--- src/rtl/alu_op_sequencer.sv ---
// alu_op_sequencer
//
// Sequences one operation at a time onto a shared combinational 32-bit ALU.
// Operands and opcode are registered on accept and held steady for an
// opcode-dependent number of settling cycles. This lets MUL/DIV be timed as
// multicycle paths. The 64-bit ALU result is then captured into LO/HI and
// completion is reported with a single-cycle done pulse. Illegal opcodes
// and divide-by-zero skip execution and report an error without touching
// LO/HI.
//
// Parameters:
//   MUL_CYCLES      settling cycles for opcode 1000 (1..15)
//   DIV_CYCLES      settling cycles for opcode 1001 (1..15)
// Ports:
//   in_clk          clock, rising edge
//   in_reset_n      asynchronous active-low reset
//   in_start        operation request, accepted only while out_ready=1
//   in_opcode       ALU opcode, sampled on accept
//   in_a, in_b      operands, sampled on accept
//   out_ready       high only while idle
//   out_alu_a/b     registered operands driven to the ALU
//   out_alu_opcode  registered opcode driven to the ALU
//   in_alu_result   64-bit ALU result
//   out_lo, out_hi  result registers
//   out_done        one-cycle completion pulse
//   out_error       qualifies out_done: illegal opcode or divide by zero

module alu_op_sequencer #(
  parameter int unsigned MUL_CYCLES = 4,
  parameter int unsigned DIV_CYCLES = 8
) (
  input  logic        in_clk,
  input  logic        in_reset_n,
  input  logic        in_start,
  input  logic [3:0]  in_opcode,
  input  logic [31:0] in_a,
  input  logic [31:0] in_b,
  output logic        out_ready,
  output logic [31:0] out_alu_a,
  output logic [31:0] out_alu_b,
  output logic [3:0]  out_alu_opcode,
  input  logic [63:0] in_alu_result,
  output logic [31:0] out_lo,
  output logic [31:0] out_hi,
  output logic        out_done,
  output logic        out_error
);

  localparam logic [3:0] LP_OP_MUL     = 4'b1000;
  localparam logic [3:0] LP_OP_DIV     = 4'b1001;
  localparam logic [3:0] LP_MUL_CYCLES = 4'(MUL_CYCLES);
  localparam logic [3:0] LP_DIV_CYCLES = 4'(DIV_CYCLES);

  typedef enum logic [1:0] {
    ST_IDLE,
    ST_EXEC,
    ST_DONE
  } state_t;

  state_t      r_state;
  logic [3:0]  r_cnt;
  logic        r_ready;
  logic        r_done;
  logic        r_error;
  logic [31:0] r_aluA;
  logic [31:0] r_aluB;
  logic [3:0]  r_aluOpcode;
  logic [31:0] r_lo;
  logic [31:0] r_hi;

  logic        w_illegal;
  logic        w_divByZero;
  logic [3:0]  w_cycles;
  logic        w_wideResult;

  // Opcodes 1100-1111 have no ALU function behind them.
  assign w_illegal    = (in_opcode[3:2] == 2'b11);
  assign w_divByZero  = (in_opcode == LP_OP_DIV) && (in_b == 32'd0);
  // Only MUL and DIV produce a meaningful upper half worth writing to HI.
  assign w_wideResult = (r_aluOpcode == LP_OP_MUL) || (r_aluOpcode == LP_OP_DIV);

  always_comb begin
    w_cycles = 4'd1;
    if (in_opcode == LP_OP_MUL) begin
      w_cycles = LP_MUL_CYCLES;
    end else if (in_opcode == LP_OP_DIV) begin
      w_cycles = LP_DIV_CYCLES;
    end
  end

  // Single state machine. done/error are pulses: they default low every
  // cycle and are raised only on the edge that enters DONE, so they line up
  // with the freshly written LO/HI.
  always_ff @(posedge in_clk or negedge in_reset_n) begin
    if (!in_reset_n) begin
      r_state     <= ST_IDLE;
      r_cnt       <= 4'd0;
      r_ready     <= 1'b1;
      r_done      <= 1'b0;
      r_error     <= 1'b0;
      r_aluA      <= 32'd0;
      r_aluB      <= 32'd0;
      r_aluOpcode <= 4'd0;
      r_lo        <= 32'd0;
      r_hi        <= 32'd0;
    end else begin
      r_done  <= 1'b0;
      r_error <= 1'b0;
      case (r_state)
        ST_IDLE: begin
          if (in_start) begin
            r_aluA      <= in_a;
            r_aluB      <= in_b;
            r_aluOpcode <= in_opcode;
            r_ready     <= 1'b0;
            if (w_illegal || w_divByZero) begin
              r_state <= ST_DONE;
              r_cnt   <= 4'd0;
              r_done  <= 1'b1;
              r_error <= 1'b1;
            end else begin
              r_state <= ST_EXEC;
              r_cnt   <= w_cycles;
            end
          end
        end
        ST_EXEC: begin
          r_cnt <= r_cnt - 4'd1;
          // The last settling cycle ends on the edge where cnt reads 1.
          if (r_cnt == 4'd1) begin
            r_lo <= in_alu_result[31:0];
            if (w_wideResult) begin
              r_hi <= in_alu_result[63:32];
            end
            r_state <= ST_DONE;
            r_done  <= 1'b1;
          end
        end
        ST_DONE: begin
          r_state <= ST_IDLE;
          r_ready <= 1'b1;
        end
        default: begin
          r_state <= ST_IDLE;
          r_ready <= 1'b1;
        end
      endcase
    end
  end

  assign out_ready      = r_ready;
  assign out_done       = r_done;
  assign out_error      = r_error;
  assign out_alu_a      = r_aluA;
  assign out_alu_b      = r_aluB;
  assign out_alu_opcode = r_aluOpcode;
  assign out_lo         = r_lo;
  assign out_hi         = r_hi;

endmodule

--- config.mk ---
export PLATFORM = sky130hd
export DESIGN_NAME = alu_op_sequencer
export DESIGN_NICKNAME = d
export VERILOG_FILES = /design/src/rtl/alu_op_sequencer.sv
export SDC_FILE = /design/constraint.sdc
export NUM_CORES = 1
export LEC_CHECK = 0
export CAP_MARGIN = 20
export CORE_UTILIZATION = 45
export CTS_BUF_LIST = sky130_fd_sc_hd__clkbuf_2
export CTS_CLUSTER_SIZE = 40
export DETAILED_ROUTE_END_ITERATION = 12
export HOLD_SLACK_MARGIN = 0.15
export MAX_ROUTING_LAYER = met4
export PLACE_DENSITY = 0.88
export SLEW_MARGIN = 20
export SYNTH_ARGS = -nofsm -noshare
export SYNTH_HDL_FRONTEND = slang
export SYNTH_SLANG_ARGS = --single-unit
--- constraint.sdc ---
create_clock -name in_clk -period 2.5 [get_ports in_clk]
set_clock_uncertainty 0.1 [all_clocks]
set_input_delay 0.375 -clock in_clk [delete_from_list [all_inputs] [get_ports in_clk]]
set_output_delay 0.375 -clock in_clk [all_outputs]
set_load 0.01 [all_outputs]
# Yosys cells after proc, flatten, opt, wreduce, memory -nomap -nowiden
# Cells that the tools add are included.
# word_totals
register_bits	141
in_bits	135
output_inout_bits	135
# classes
n_addsub	1
eq_ne	9
mux	16
n_bitwise	1
n_reduce_logical	12
# ops
op	count
$logic_not 32->1	1
$eq 4x4->1 const B	4
$mux 4	4
$reduce_and 2->1	5
$pmux 4 s2	1
$mux 2	3
$mux 1	5
$eq 4x1->1 const B	1
$ne 2x2->1 const B	2
$pmux 1 s2	2
$pmux 2 s2	1
$sub 4x1->4 const B	1
$reduce_and 3->1	1
$eq 2x1->1 const B	1
$eq 2x2->1 const B	1
$logic_not 2->1	1
$logic_or 1x1->1	2
$reduce_bool 2->1	1
$logic_and 1x1->1	1
$not 1->1	1

# Depth between registers and ports, before layout
# Gate-level depths: netlist of the first run.
# logic_depth
ltp_word	6
ltp_mapped	6

# Worst setup path before layout of the first run
# No wires, ideal clock.
# synth_timing
kind	reg2reg
start	register r_cnt[1]
end	register r_hi[10], in the netlist out_hi[10]
setup_ns	0.125
arrival_ns	1.448
t_required_ns	2.275
slack_ns	0.827
stages_incl_launch_ff	7
synth_period_minus_slack_ns	1.673
path_cell_list	dfrtp_1 -> inv_1 -> ha_1 -> nor3b_4 -> nand4_4 -> buf_6 -> mux2_4
# synth_via
elab_chain_cells	2
# synth_lines
element	line_no	text
from (decl)	61	logic [3:0] r_cnt;
from (signal assigned)	123	r_cnt <= w_cycles;
from (signal assigned)	128	r_cnt <= r_cnt - 4'd1;
$eq 4x1->1	130	if (r_cnt == 4'd1) begin
$reduce_and 3->1 (no line)	n/a	
to (signal assigned)	133	r_hi <= in_alu_result[63:32];
to (decl)	69	logic [31:0] r_hi;
# Every way passes these cells.
# A chain may end at the register's enable or synchronous reset.

# Worst setup path after layout of the first run
# layout_timing
start	register r_ready, in the netlist out_ready
end	output out_ready
# layout_rtl
element	line_no	text
from (decl)	62	logic r_ready;
from (signal assigned)	98	r_ready <= 1'b1;
from (signal assigned)	115	r_ready <= 1'b0;
from (signal assigned)	141	r_ready <= 1'b1;
to (decl)	38	output logic out_ready,
# No word-level cell between the ends.

==> summary.txt, run 1 <==
STA
  – RSZ-0062 raised after global routing: false
  – Fin crit period: 2.306 ns
  – Relative slew slack: 0.5500
  – Part of the cycle the worst path needs: 0.9223
  – Max Freq: around 430 MHz
  – Worst-Margin Slew: 0.6750 ns
  – Finish-stage setup viols: 0
  – Final Max Slew Viols: 0
  – Setup TNS: 0 ns
  – Final Hold Vio Count: 0

Hold path
  – Type of the tightest min-delay check: input pin to flip-flop

Setup path
  – Crit path max-delay family: flip-flops
  – CP Cell Sequence: clkdlybuf4s50_1
  – Critical Path End Type: output port
  – CP max FO: 2
  – Buf/Inv on CP: 1
  – CP Data Required Time: approximately 2.0 ns
  – R2R Setup Slk: approximately 0.27 ns
  – Startpoint types: flip-flop
  – Slowest CP cell: dfstp_2
  – Crit path kind: flip-flop to output port
  – Worst EP arrival: ~1.8 ns
  – Maximum single-stage delay on the critical path: ~0.56 ns

Die
  – Die X: roughly 110 µm
  – Area of the die: about 13000 µm²
  – Die height: 113.3 µm
  – Rows: 40
  – # IOs: 270
  – Initial Util: 0.4618
  – Core area: 12060 µm²

Logic synthesis
  – Yosys reg bits: approximately 140
  – Register area share after synthesis: 0.6336
  – Syn nets: 477
  – Top cells by area, synth: dfrtp_1 (63%), mux2_2 (20%), mux2_4 (8.1%)
  – Post-Syn Instances: 340
  – FFs w/ async S/R, synth: 1.000
  – Dominant synthesized flop cell: dfrtp_1
  – Syn. warnings: 0
  – EDFF count, synth: 0
  – Syn Area/Cell: 16.38 µm²
  – Synth area leader: dfrtp_1
  – Top cell type's share of synthesized area: 0.6289
  – Cell area after synthesis: roughly 5600 µm²
  – Unique masters post-synth: 32

Global route
  – GRT Overall Usage: 0.2875
  – Antenna violations before repair: 0
  – Total grt overflow: 0
  – Largest net degree at the start of global routing: between 70 and 80
  – Vias in the first global route: about 5000
  – First-pass GRT wire length: roughly 26000 µm

Cells and area
  – Filler cells: 664
  – Net count, final: roughly 870
  – P&R area growth vs syn: 75.72%
  – Diode count: 0
  – Non-Filler Instances: between 900 and 1000
  – Layout cell share with drive strength beyond 1: 0.2256

Placement
  – Cells after DPL: between 700 and 800
  – # port buffers: roughly 270
  – Gp weighted congestion: between 0.7 and 0.8
  – Placed wire-length estimate: between 10000 and 15000 µm

Status
  – Status: completed

Power
  – Leakage: 0.004170 µW
  – Worst IR Drop VDD: approximately 0.7 mV
  – PwrDens: ~1100 nW/µm²

Clock tree
  – Num CTS Buffers: 17
  – CTS Sinks: between 100 and 150
  – Clock Latency Late Sink: 0.71 ns
  – CTS clk-pin slew, worst paths: approximately 0.18 ns
  – TritonCTS clock tree: yes
  – H-tree levels: 4
  – CTS root buf: clkbuf_2
  – Setup Buffers After CTS: 0
  – CTS max path bufs: 2

Drt
  – Routed wire length: approximately 18000 µm
  – Vias per cell: 4.962
  – Vias: around 4600
  – Drt pass-1 iters: 4
  – Drt initial violations: between 150 and 200
  – DRT antenna net count: 0
  – DRC Markers: 0
  – Per-cell routed wire length: about 20 µm

Flow run
  – Max_cap viols: 0
==> worst reg2reg max path: stages (launching register included) <==
cell,delay (ns)
dfrtp_1,0.43
inv_1,0.08
ha_1,0.14
nor3b_4,0.23
nand4_4,0.43
buf_4,0.38
mux2_4,0.32
==> flip-flops by register name, indices dropped and copies added (netlist names), 2 cells and up <==
name	count
out_lo	32
out_alu_opcode	4
out_hi	32
r_cnt	4
r_state	2
out_alu_a	32
out_alu_b	32
==> routing by layer <==
layer / wire length, µm / vias up / global-route usage
met5: 0 / - / -
met4: 652 / 0 / 0.1500
met3: 1078 / 54 / 0.07927
met2: 9723 / 202 / 0.5014
met1: 6635 / 2272 / 0.2954
li1: - / 2022 / -
==> report_power, final <==
group	internal [µW]	leakage [µW]	switching, µW
Clock	231	0.000102	785
Sequential	3430	0.00166	745
Combinational	3460	0.00241	2010
Total	7130	0.00417	3540
==> cells in the mapped netlist (all sizes together) (2+ instances only) <==
library cell / number
mux2: 132
a21o: 3
o21ai: 3
ha: 2
nor2: 7
inv: 2
nand2b: 2
buf: 14
nor3b: 3
nand4: 3
nand2: 7
and3: 2
dfrtp: 140
nor4: 8
==> cells in the final DEF, fill, tap and decap left out, drive strengths merged <==
| master | count |
|---|---|
| clkdlybuf4s50 | 268 |
| dfrtp | 140 |
| mux2 | 132 |
| dlygate4sd3 | 114 |
| clkbuf | 19 |
| clkinv | 10 |
| buf | 10 |
| nor4 | 8 |
| nor2 | 7 |
| nand2 | 7 |
| a21o | 3 |
| o21ai | 3 |
| nand4 | 3 |
| nor3b | 3 |
| and3 | 2 |
| nand2b | 2 |
| inv | 2 |
| ha | 2 |
| clkinvlp | 2 |
| and2b | 1 |
| o311ai | 1 |
| o21bai | 1 |
| a21oi | 1 |
| o32a | 1 |
| nand3b | 1 |
| o22a | 1 |
| o221ai | 1 |
| nor3 | 1 |
| xnor2 | 1 |
| o211ai | 1 |
| dfstp | 1 |
==> stage by stage <==
step                      instance area [µm²]  worst slack (ns)  utilization  total power, µW  hold slack [ns]
after floorplan                          5570            0.8266            -             6367         -0.02059
after global placement                   8496            0.3812       0.7044             9170           0.3196
after detailed placement                 8496            0.2743       0.7044             9378           0.3326
after CTS                                9538            0.1424       0.7908            10490           0.1501
after global routing                     9788           0.07278       0.8115            11190           0.1475
final                                    9788            0.1944       0.8115            10670           0.1975
==> cell families (layout without fill, tap and decap cells) <==
logic type	after synthesis	count (layout)	synth area share
AOI/OAI and AO/OA	13	13	0.01685
adders and majority gates	2	2	0.004492
buffers and inverters	16	425	0.01730
and+or+nand+nor	35	35	0.03908
muxes	132	132	0.2871
DFF	141	141	0.6336
xor gates and xnor gates	1	1	0.001573
==> what timing repair did <==
action                                 4_1_cts  5_1_grt
hold buffers                                89       25
resized for setup                            0        0
endpoints found under the hold margin      228       25
==> path summary, 6_finish.rpt <==
path                            start             to  cells after the start
min reg2reg                 out_ready      out_ready                      2
min                           in_b[2]   out_alu_b[2]                      2
min in group asynchronous  in_reset_n      out_lo[4]                      3
max reg2reg                  r_cnt[1]     out_hi[16]                      6
max in group asynchronous  in_reset_n  out_alu_a[21]                      4
max                         out_ready      out_ready                      1
==> cell type report <==
type	count	area, µm²	share of cell area
timing repair buffer	392	3940	0.4025
multi-input combinational	183	1949	0.1992
clock inverter	12	56.30	0.005752
inverter	2	7.507	0.0007670
tap	168	210.2	0.02148
sequential	141	3530	0.3606
clock buffer	19	95.09	0.009715
No activity file was read; power rests on OpenSTA's default activity.
==> run 2: changes to the inputs <==
--- a/config.mk
+++ b/config.mk
@@ -5,7 +5,6 @@
 export SDC_FILE = /design/constraint.sdc
 export NUM_CORES = 1
 export LEC_CHECK = 0
-export CAP_MARGIN = 20
 export CORE_UTILIZATION = 45
 export CTS_BUF_LIST = sky130_fd_sc_hd__clkbuf_2
 export CTS_CLUSTER_SIZE = 40
==> results of run 2 <==
Same layout as run 1: the final DEF is identical, and so are final timing and power.
